$ cat config.mk
export PLATFORM = sky130hd
export DESIGN_NAME = instr_prefetch_buffer
export DESIGN_NICKNAME = d
export VERILOG_FILES = /design/src/rtl/ipf_pkg.sv /design/src/rtl/ipf_fifo.sv /design/src/rtl/instr_prefetch_buffer.sv
export SDC_FILE = /design/constraint.sdc
export NUM_CORES = 1
export LEC_CHECK = 0
export ABC_AREA = 0
export BUFFER_PORTS_ARGS = -buffer_cell sky130_fd_sc_hd__buf_2
export CORE_MARGIN = 2
export CORE_UTILIZATION = 47
export CTS_BUF_LIST = sky130_fd_sc_hd__clkbuf_2 sky130_fd_sc_hd__clkbuf_4 sky130_fd_sc_hd__clkbuf_8
export DETAILED_ROUTE_END_ITERATION = 7
export PLACE_DENSITY = 0.66
export SETUP_SLACK_MARGIN = 0.4
export SLEW_MARGIN = 20
export SYNTH_ARGS = -nofsm -noshare
export SYNTH_HDL_FRONTEND = slang
export SYNTH_HIERARCHICAL = 1
export SYNTH_SLANG_ARGS = --single-unit
$ cat constraint.sdc
create_clock -name CLK -period 6.1 [get_ports CLK]
set_input_delay 0.61 -clock CLK [delete_from_list [all_inputs] [get_ports CLK]]
set_output_delay 0.61 -clock CLK [all_outputs]
set_load 0.05 [all_outputs]
$ cat src/rtl/ipf_pkg.sv
// Shared types and constants for the instruction prefetch buffer.
package ipf_pkg;

  localparam int unsigned IPF_WORD_BYTES = 4;

  typedef enum logic {S_RUN, S_HOLD} ipf_state_e;

  typedef struct packed {
    logic [31:0] rdata;
    logic        err;
    logic [31:0] addr;
  } ipf_entry_t;

  function automatic logic [31:0] ipf_align(input logic [31:0] a);
    return {a[31:2], 2'b00};
  endfunction

endpackage

$ cat src/rtl/ipf_fifo.sv
// Generic synchronous FIFO with clear; head is read straight from storage registers.
module ipf_fifo #(
  parameter int unsigned Depth = 4,
  parameter type T = logic [7:0]
) (
  input  logic                       clk,
  input  logic                       rst,
  input  logic                       clear,
  input  logic                       push,
  input  T                           wdata,
  input  logic                       pop,
  output T                           rdata,
  output logic                       empty,
  output logic [$clog2(Depth+1)-1:0] count
);

  localparam int AW = $clog2(Depth);
  localparam int CW = $clog2(Depth+1);

  T              mem [Depth];
  logic [AW-1:0] wptr, rptr;
  logic          full, do_push, do_pop;

  assign empty   = (count == '0);
  assign full    = (32'(count) == Depth);
  assign do_pop  = pop && !empty;
  // A push into a full FIFO is fine when the head leaves in the same cycle.
  assign do_push = push && (!full || do_pop);
  assign rdata   = mem[rptr];

  function automatic logic [AW-1:0] ptr_inc(input logic [AW-1:0] p);
    return (32'(p) == Depth - 1) ? '0 : p + AW'(1);
  endfunction

  always_ff @(posedge clk) begin
    if (do_push && !rst && !clear) mem[wptr] <= wdata;
  end

  always_ff @(posedge clk) begin
    if (rst || clear) begin
      wptr  <= '0;
      rptr  <= '0;
      count <= '0;
    end else begin
      if (do_push) wptr <= ptr_inc(wptr);
      if (do_pop)  rptr <= ptr_inc(rptr);
      count <= count + CW'(do_push) - CW'(do_pop);
    end
  end

endmodule

$ cat src/rtl/instr_prefetch_buffer.sv
// Sequential instruction prefetcher with redirect flush and in-flight discard.
// Define IPF_ASSERT_EN to compile in the protocol/occupancy assertions.
module instr_prefetch_buffer
  import ipf_pkg::*;
#(
  parameter int unsigned Depth          = 4,
  parameter int unsigned MaxOutstanding = 2,
  parameter logic [31:0] BootAddr       = 32'h0000_0000
) (
  input  logic        CLK,
  input  logic        RST,
  input  logic        fetch_en_i,
  input  logic        branch_i,
  input  logic [31:0] branch_addr_i,
  output logic        fetch_valid_o,
  input  logic        fetch_ready_i,
  output logic [31:0] fetch_rdata_o,
  output logic [31:0] fetch_addr_o,
  output logic        fetch_err_o,
  output logic        mem_req_o,
  input  logic        mem_gnt_i,
  output logic [31:0] mem_addr_o,
  input  logic        mem_rvalid_i,
  input  logic [31:0] mem_rdata_i,
  input  logic        mem_err_i
);

  localparam int CW = $clog2(Depth+1);
  localparam int OW = $clog2(MaxOutstanding+1);

  ipf_state_e    state;
  logic [OW-1:0] outstanding, discard, out_nxt;
  logic [31:0]   issue_addr, resp_addr, hold_addr, load_addr;
  logic [CW-1:0] count;
  logic          req_ok, granted, pending, drop, push, pop, empty, load, to_hold;
  ipf_entry_t    push_entry, head;

  assign req_ok    = fetch_en_i && ((32'(count) + 32'(outstanding)) < Depth)
                     && (outstanding < OW'(MaxOutstanding));
  assign mem_req_o = !RST && (state == S_HOLD || req_ok);
  assign mem_addr_o = issue_addr;

  assign granted = mem_req_o && mem_gnt_i;
  assign pending = mem_req_o && !mem_gnt_i;
  assign out_nxt = outstanding + OW'(granted) - OW'(mem_rvalid_i);
  assign drop    = mem_rvalid_i && (discard != '0);
  assign push    = mem_rvalid_i && (discard == '0) && !branch_i && (state == S_RUN);

  // A redirect with an ungranted request parks in S_HOLD so the bus request stays stable.
  assign to_hold   = (state == S_RUN) && branch_i && pending;
  assign load      = ((state == S_RUN) && branch_i && !pending) || ((state == S_HOLD) && mem_gnt_i);
  assign load_addr = ipf_align((state == S_HOLD && !branch_i) ? hold_addr : branch_addr_i);

  assign push_entry = '{rdata: mem_rdata_i, err: mem_err_i, addr: resp_addr};

  always_ff @(posedge CLK) begin
    if (RST) begin
      state       <= S_RUN;
      outstanding <= '0;
      discard     <= '0;
      issue_addr  <= ipf_align(BootAddr);
      resp_addr   <= ipf_align(BootAddr);
      hold_addr   <= '0;
    end else begin
      outstanding <= out_nxt;
      // After a redirect every request still in flight is stale.
      if (branch_i || state == S_HOLD) discard <= out_nxt;
      else if (drop)                   discard <= discard - OW'(1);

      if (load) begin
        issue_addr <= load_addr;
        resp_addr  <= load_addr;
      end else begin
        if (granted) issue_addr <= issue_addr + IPF_WORD_BYTES;
        if (push)    resp_addr  <= resp_addr + IPF_WORD_BYTES;
      end

      case (state)
        S_RUN:  if (to_hold) begin
                  state     <= S_HOLD;
                  hold_addr <= ipf_align(branch_addr_i);
                end
        S_HOLD: if (mem_gnt_i)     state     <= S_RUN;
                else if (branch_i) hold_addr <= ipf_align(branch_addr_i);
        default: state <= S_RUN;
      endcase
    end
  end

  ipf_fifo #(.Depth(Depth), .T(ipf_entry_t)) u_fifo (
    .clk   (CLK),
    .rst   (RST),
    .clear (branch_i),
    .push  (push),
    .wdata (push_entry),
    .pop   (pop),
    .rdata (head),
    .empty (empty),
    .count (count)
  );

  assign fetch_valid_o = !empty;
  assign pop           = fetch_valid_o && fetch_ready_i;
  assign fetch_rdata_o = fetch_valid_o ? head.rdata : '0;
  assign fetch_addr_o  = fetch_valid_o ? head.addr  : '0;
  assign fetch_err_o   = fetch_valid_o && head.err;

`ifdef IPF_ASSERT_EN
  a_req_stable: assert property (@(posedge CLK) disable iff (RST)
    mem_req_o && !mem_gnt_i |=> mem_req_o && $stable(mem_addr_o));
  a_no_spurious_rvalid: assert property (@(posedge CLK) disable iff (RST)
    mem_rvalid_i |-> outstanding != '0);
  a_outstanding_max: assert property (@(posedge CLK) disable iff (RST)
    32'(outstanding) <= MaxOutstanding);
  a_count_max: assert property (@(posedge CLK) disable iff (RST)
    32'(count) <= Depth);
  a_addr_aligned: assert property (@(posedge CLK) disable iff (RST)
    mem_addr_o[1:0] == 2'b00);
  a_no_overflow: assert property (@(posedge CLK) disable iff (RST)
    push && 32'(count) == Depth |-> pop);
`endif

endmodule

==> results_dict.tcl, run 1 <==
set metrics [dict create \
    outcome "completed" \
    routabilityCongestion 0.914 \
    die_h_um 186 \
    multi_input_area_mm2 0.00525 \
    ys_async_sr_fraction 0 \
    cp_top_family "flip-flops" \
    antenna_found_initial 0 \
    root_buffer "clkbuf_8" \
    final_cell_count_no_fill 1807 \
    via_per_inst 5.43 \
    cp_max_fo 44 \
    syn_area_per_cell_um2 13.7 \
    fin_skew_ns 0.0396 \
    antenna_cells 0 \
    fillers 2764 \
    comb_power_share 0.083 \
    finalCriticalPeriod_ns 3.72 \
    numPortBuffers 166 \
    synth_edf_count 260 \
    regArea_mm2 0.00989 \
    critPathBufInv 2 \
    cts_resized 0 \
    fin_nets 1402 \
    cts.reportedPaths.clkPinSlew_ns 0.06 \
    place_area_mm2 0.0168 \
    routedWlPerCell_um 18.8 \
    grt_max_degree 80 \
    grt.overflow.total 0 \
    synthFlopType "edfxtp_1" \
    fin_crit_sh 0.610 \
    cts_inserted_buffers 57 \
    clockPowerShare 0.398 \
    place_inst 1699 \
    netlist_area_mm2 0.0156 \
    htreeDepth 2 \
    cp_slowest_cell "dfxtp_4" \
    maxSlewViolCount 0 \
    synth-seq-area-share 0.636 \
    powerDensity_mw_per_mm2 299 \
    insertion_delay_ns 0.61 \
    yosysTopAreaCellShare 0.502 \
    clock_path_buffers 3 \
    core_area_mm2 0.0325 \
    grt_use_total 0.198 \
    synth_seq_cells 364 \
    swShare 0.246 \
    synth_cells 1136 \
    cp-start-kind "flip-flop" \
    synth.distinct_cells 62 \
    slew_headroom 0.316 \
    via_count 9817 \
    finalSetupViolCount 0 \
    dp_hpwl_um 21400 \
    die_width_um 186 \
    die_area_mm2 0.0346 \
    first_pass_iters 5 \
    cpPeakStageDelay_ns 0.94 \
    clock-sinks 364 \
    worst-endpoint-arrival_ns 3.11 \
    power_frac_seq 0.519 \
    internal-power_mw 4.06 \
    grt_pass1_wl_um 52700 \
    worstHoldPathType "in -> reg" \
    cp_cell_sequence "buf_4, mux4_2, nor2b_1, buf_2" \
    worstMarginPinSlew_ns 1.03 \
    num_rows 66 \
    grt_pass1_vias 9640 \
    p_leak_nw 6.36 \
    cp-end-kind "output pin" \
    syn2layout_area_growth_pct 15.7 \
    worstSetupPathType "reg -> out" \
    required_ns 5.49 \
    drive_above_1_share 0.273 \
    fin_area_mm2 0.0180 \
    rsz0062_at_grt "no" \
    totalWireLength_um 34000 \
    timing.fmax_mhz 269 \
    ioPinCount 171 \
    hold_buffers 0 \
    drc_errors 0 \
    maxCapViolations 0 \
    post-cts-setup-buffers 0 \
    peakVddDrop_uv 177 \
    initial_core_util 0.478 \
    hold_violations 0 \
    p_switching_mw 1.32 \
    synth_top_cell_by_area "edfxtp_1" \
    synth_most_common_cell "edfxtp_1" \
    ant_nets 0 \
    yosys_warnings 6 \
    yosys-top-cells-area "edfxtp_1 (50%), dfxtp_1 (13%), mux4_2 (9.4%), nand2_1 (3.4%), nor2b_1 (2.8%)" \
    drtIter0Drc 778 \
    cts_tree "done" \
    finalSetupTns_ns 0 \
    synthTopCellsByCount "edfxtp_1 (260), nand2_1 (139), dfxtp_1 (104)" \
]
[flip-flops by register name, indices dropped and copies added, names as in the netlist, named ones only]
signal,cells
discard,2
hold_addr,30
mem_addr_o,30
outstanding,2
resp_addr,30
state,1
u_fifo/count,3
u_fifo/mem,260
u_fifo/rptr,2
u_fifo/wptr,2
[final cells by class]
| cell class | instances | area share |
|---|---|---|
| Clock inverter | 12 | 0.00431 |
| Multi-Input combinational cell | 678 | 0.292 |
| Sequential cell | 364 | 0.550 |
| Timing Repair Buffer | 181 | 0.0524 |
| Clock buffer | 96 | 0.0644 |
| Tap cell | 442 | 0.0307 |
| Inverter | 34 | 0.00709 |
[power groups by stage]
stage	Sequential, mW	Clock (mW)	Combinational [mW]
global placement	2.84	0	0.441
floorplan	2.88	0	0.261
finish	2.79	2.14	0.447
global route	2.80	2.32	0.487
detailed placement	2.85	0	0.446
CTS	2.79	2.20	0.448
[worst paths after layout]
kind                         from                end  slack, ns  depth (start not counted)
setup / recovery        flip-flop   fetch_addr_o[13]       2.38                          4
hold / removal    mem_rdata_i[26]  u_fifo/mem[0][59]       0.22                          1
setup reg to reg  u_fifo/count[2]  u_fifo/mem[0][16]       2.77                          6
hold reg to reg     hold_addr[24]      hold_addr[24]       0.45                          2
[worst register-to-register path: stages, from the launching register on]
cell     delay, ns
dfxtp_1       0.51
nor3_2        0.08
buf_4         0.36
nor2b_1       0.29
o41a_1        0.32
and3_2        0.68
buf_4         0.68
[through the flow]
| step | hold WS (ns) | setup WS [ns] | power [mW] | util |
|---|---|---|---|---|
| after floorplan | 0.432 | 2.68 | 3.14 | - |
| after global placement | 0.437 | 2.61 | 3.28 | 0.515 |
| after detailed placement | 0.445 | 2.58 | 3.29 | 0.515 |
| after CTS | 0.175 | 2.19 | 5.44 | 0.553 |
| after global routing | 0.185 | 2.07 | 5.61 | 0.553 |
| final | 0.216 | 2.38 | 5.38 | 0.553 |
[metal layers]
metal,vias to the layer above,GRT usage,share of wire
met4,0,0.0693,0.023
met1,4762,0.270,0.44
met5,-,0,0
met3,64,0.0452,0.075
met2,347,0.312,0.46
li1,4644,-,-
[cells in the final DEF (no fill, tap or decap), drive strengths merged, types with 10 or more instances in the layout]
cell    instances
inv            36
a211oi         13
nor2           33
nand4          23
a21oi          57
nand3          33
o32ai          14
nor2b          70
buf           181
a21boi         22
nand2         139
xor2           13
a31oi          22
conb           10
ha             13
clkinv         10
edfxtp        260
and3           19
and4           10
mux2i          11
dfxtp         104
nor3           16
clkbuf         96
mux4           65
xnor2          23
[kinds of logic (layout without fill, tap and decap cells)]
kind of cell | Yosys count | after routing | share of synthesized area
AOI/OAI and AO/OA | 162 | 162 | 0.0698
xor gates and xnor gates | 36 | 36 | 0.0203
adders and majority gates | 14 | 14 | 0.0117
DFF | 364 | 364 | 0.636
buffers and inverters | 103 | 323 | 0.0304
other | 1 | 10 | 0.000241
muxes | 83 | 83 | 0.107
and+or+nand+nor | 373 | 373 | 0.125
Note: power is estimated with default switching activity, not from simulation.
==> run 2, diff against run 1 <==
- PLACE_DENSITY: 0.66 -> 0.69
- clock period: 6.1 -> 3.3 ns (I/O delays scaled with it)
==> run 2 against run 1 <==
  * Combinational power is 100% higher
  * Critical path depth stayed put
  * Register-to-register slack worse by 2.2 ns
  * Highest routed layer unchanged
  * Routed wire length is 1.2% higher
  * Worst hold slack worse by 0.19 ns
  * Via count is 4.0% higher
  * Count of clock-buffer cells in the layout is 7 lower
  * Clock power is 84% higher
  * Utilization is 2.4 points higher
  * Cell count is 4.2% higher
==> results_dict.tcl, run 2 (synthesis gave the netlist of run 1 again) <==
set metrics [dict create \
    die_area_mm2 0.0346 \
    fin_area_mm2 0.0188 \
    reg2reg_depth 13 \
    finalSetupTns_ns 0 \
    grt_max_degree 73 \
    first_pass_iters 5 \
    core_area_mm2 0.0325 \
    htreeDepth 2 \
    totalWireLength_um 34400 \
    r2r_end "u_fifo/count[2]" \
    drtIter0Drc 729 \
    antenna_cells 0 \
    via_count 10214 \
    dp_hpwl_um 21300 \
    grt.overflow.total 0 \
    powerDensity_mw_per_mm2 532 \
    fin_skew_ns 0.0189 \
    maxSlewViolCount 0 \
    worst-endpoint-arrival_ns 2.39 \
    mostFrequentLayoutCell "edfxtp_1" \
    internal-power_mw 7.51 \
    regToRegSetupSlack_ns 0.59 \
    worstHoldPathType "in -> reg" \
    rsz0062_at_grt "no" \
    final_cell_mix "edfxtp_1 (260), buf_2 (166), nand2_1 (138), dfxtp_1 (102), nor2b_1 (70)" \
    swShare 0.250 \
    clock_path_buffers 3 \
    routabilityCongestion 0.863 \
    slew_headroom 0.309 \
    peakVddDrop_uv 303 \
    ioPinCount 171 \
    timing.fmax_mhz 368 \
    cp-start-kind "flip-flop" \
    cts_inserted_buffers 59 \
    drc_errors 0 \
    cp-end-kind "output pin" \
    largest_register_ffs 260 \
    cts.reportedPaths.clkPinSlew_ns 0.06 \
    worstSetupPathType "reg -> out" \
    num_rows 66 \
    post-route-util 0.578 \
    die_width_um 186 \
    comb_power_share 0.090 \
    cp-endpoint "fetch_addr_o[13]" \
    r2r-start "discard[0]" \
    fin_nets 1476 \
    grt_pass1_vias 10168 \
    cts_tree "done" \
    die_h_um 186 \
    place_area_mm2 0.0169 \
    syn2layout_area_growth_pct 20.8 \
    post-cts-setup-buffers 0 \
    antenna_found_initial 0 \
    finalCriticalPeriod_ns 2.72 \
    grt_use_total 0.200 \
    insertion_delay_ns 0.61 \
    p_leak_nw 6.69 \
    clock-sinks 364 \
    initial_core_util 0.478 \
    routedWlPerCell_um 18.3 \
    cp_max_fo 12 \
    p_switching_mw 2.50 \
    fin_crit_sh 0.824 \
    required_ns 2.97 \
    outcome "completed" \
    ant_nets 0 \
    top_register "u_fifo/mem" \
    worstMarginPinSlew_ns 1.04 \
    finalSetupViolCount 0 \
    maxCapViolations 0 \
    clockPowerShare 0.394 \
    hold_violations 0 \
    root_buffer "clkbuf_8" \
    power_frac_seq 0.516 \
    numPortBuffers 166 \
    grt_pass1_wl_um 53900 \
    via_per_inst 5.42 \
    drive_above_1_share 0.266 \
]
-- run 2: changes by cell type in the layout (fill, tap and decap cells not counted), moves of 2 or more --
cell,before,now
dlygate4sd3_1,0,63
buf_12,0,8
clkinv_2,4,11
clkbuf_8,70,65
clkinv_1,5,9
clkbuf_4,26,24
-- run 2: worst min-delay path by stage --
| stage | start | to | slack (ns) | cells past startpoint |
|---|---|---|---|---|
| after floorplan | branch_i | u_fifo/count[2] | 0.41 | 1 |
| after global placement | hold_addr[12] | hold_addr[12] | 0.44 | 2 |
| after detailed placement | hold_addr[14] | hold_addr[14] | 0.45 | 2 |
| after CTS | mem_gnt_i | state | 0.006 | 2 |
| after global routing | RST | outstanding[0] | 0.02 | 2 |
| final | RST | outstanding[1] | 0.03 | 2 |
-- run 2: layout make-up --
| cell class | instances | area, µm² |
|---|---|---|
| Fill cell | 2645 | 13700 |
| Tap cell | 442 | 553 |
| Sequential cell | 364 | 9890 |
| Inverter | 34 | 128 |
| Clock inverter | 23 | 146 |
| Multi-Input combinational cell | 678 | 5250 |
| Clock buffer | 89 | 1070 |
| Timing Repair Buffer | 253 | 1740 |
-- run 2: metal layers --
metal	vias to the layer above	routed length, µm	GRT usage
li1	4798	-	-
met1	5025	14900	0.263
met2	333	16200	0.326
met3	58	2590	0.0499
met4	0	716	0.0655
met5	-	0	0
-- run 2: power by group through the flow --
stage | Sequential, mW | Combinational, mW | Clock (mW)
3_3_place_gp | 5.25 | 0.819 | 0
6_report | 5.17 | 0.899 | 3.94
3_5_place_dp | 5.26 | 0.833 | 0
4_1_cts | 5.16 | 0.896 | 4.04
2_1_floorplan | 5.32 | 0.482 | 0
5_1_grt | 5.19 | 0.973 | 4.25
-- run 2: stage by stage --
stage / setup slack (ns) / instances / power, mW / hold slack [ns]
after CTS: 0.494 / 1883 / 10.1 / 0.00629
after detailed placement: 0.562 / 1708 / 6.09 / 0.446
after global placement: 0.563 / 1708 / 6.07 / 0.437
final: 0.581 / 1883 / 10.0 / 0.0304
after floorplan: 0.612 / 1145 / 5.80 / 0.407
after global routing: 0.409 / 1883 / 10.4 / 0.0200
-- run 2: repair_timing --
item | 4_1_cts | 5_1_grt
setup endpoints to repair | 0 | 9
hold endpoints to repair | 162 | 0
gates resized for setup | 0 | 1
hold buffers | 63 | 0
-- run 2: critical path, cell delays in order (launching register included) --
cell and delay [ns]:
dfxtp_4 0.51, buf_4 0.32, mux4_2 0.56, nor2b_1 0.15, buf_2 0.24
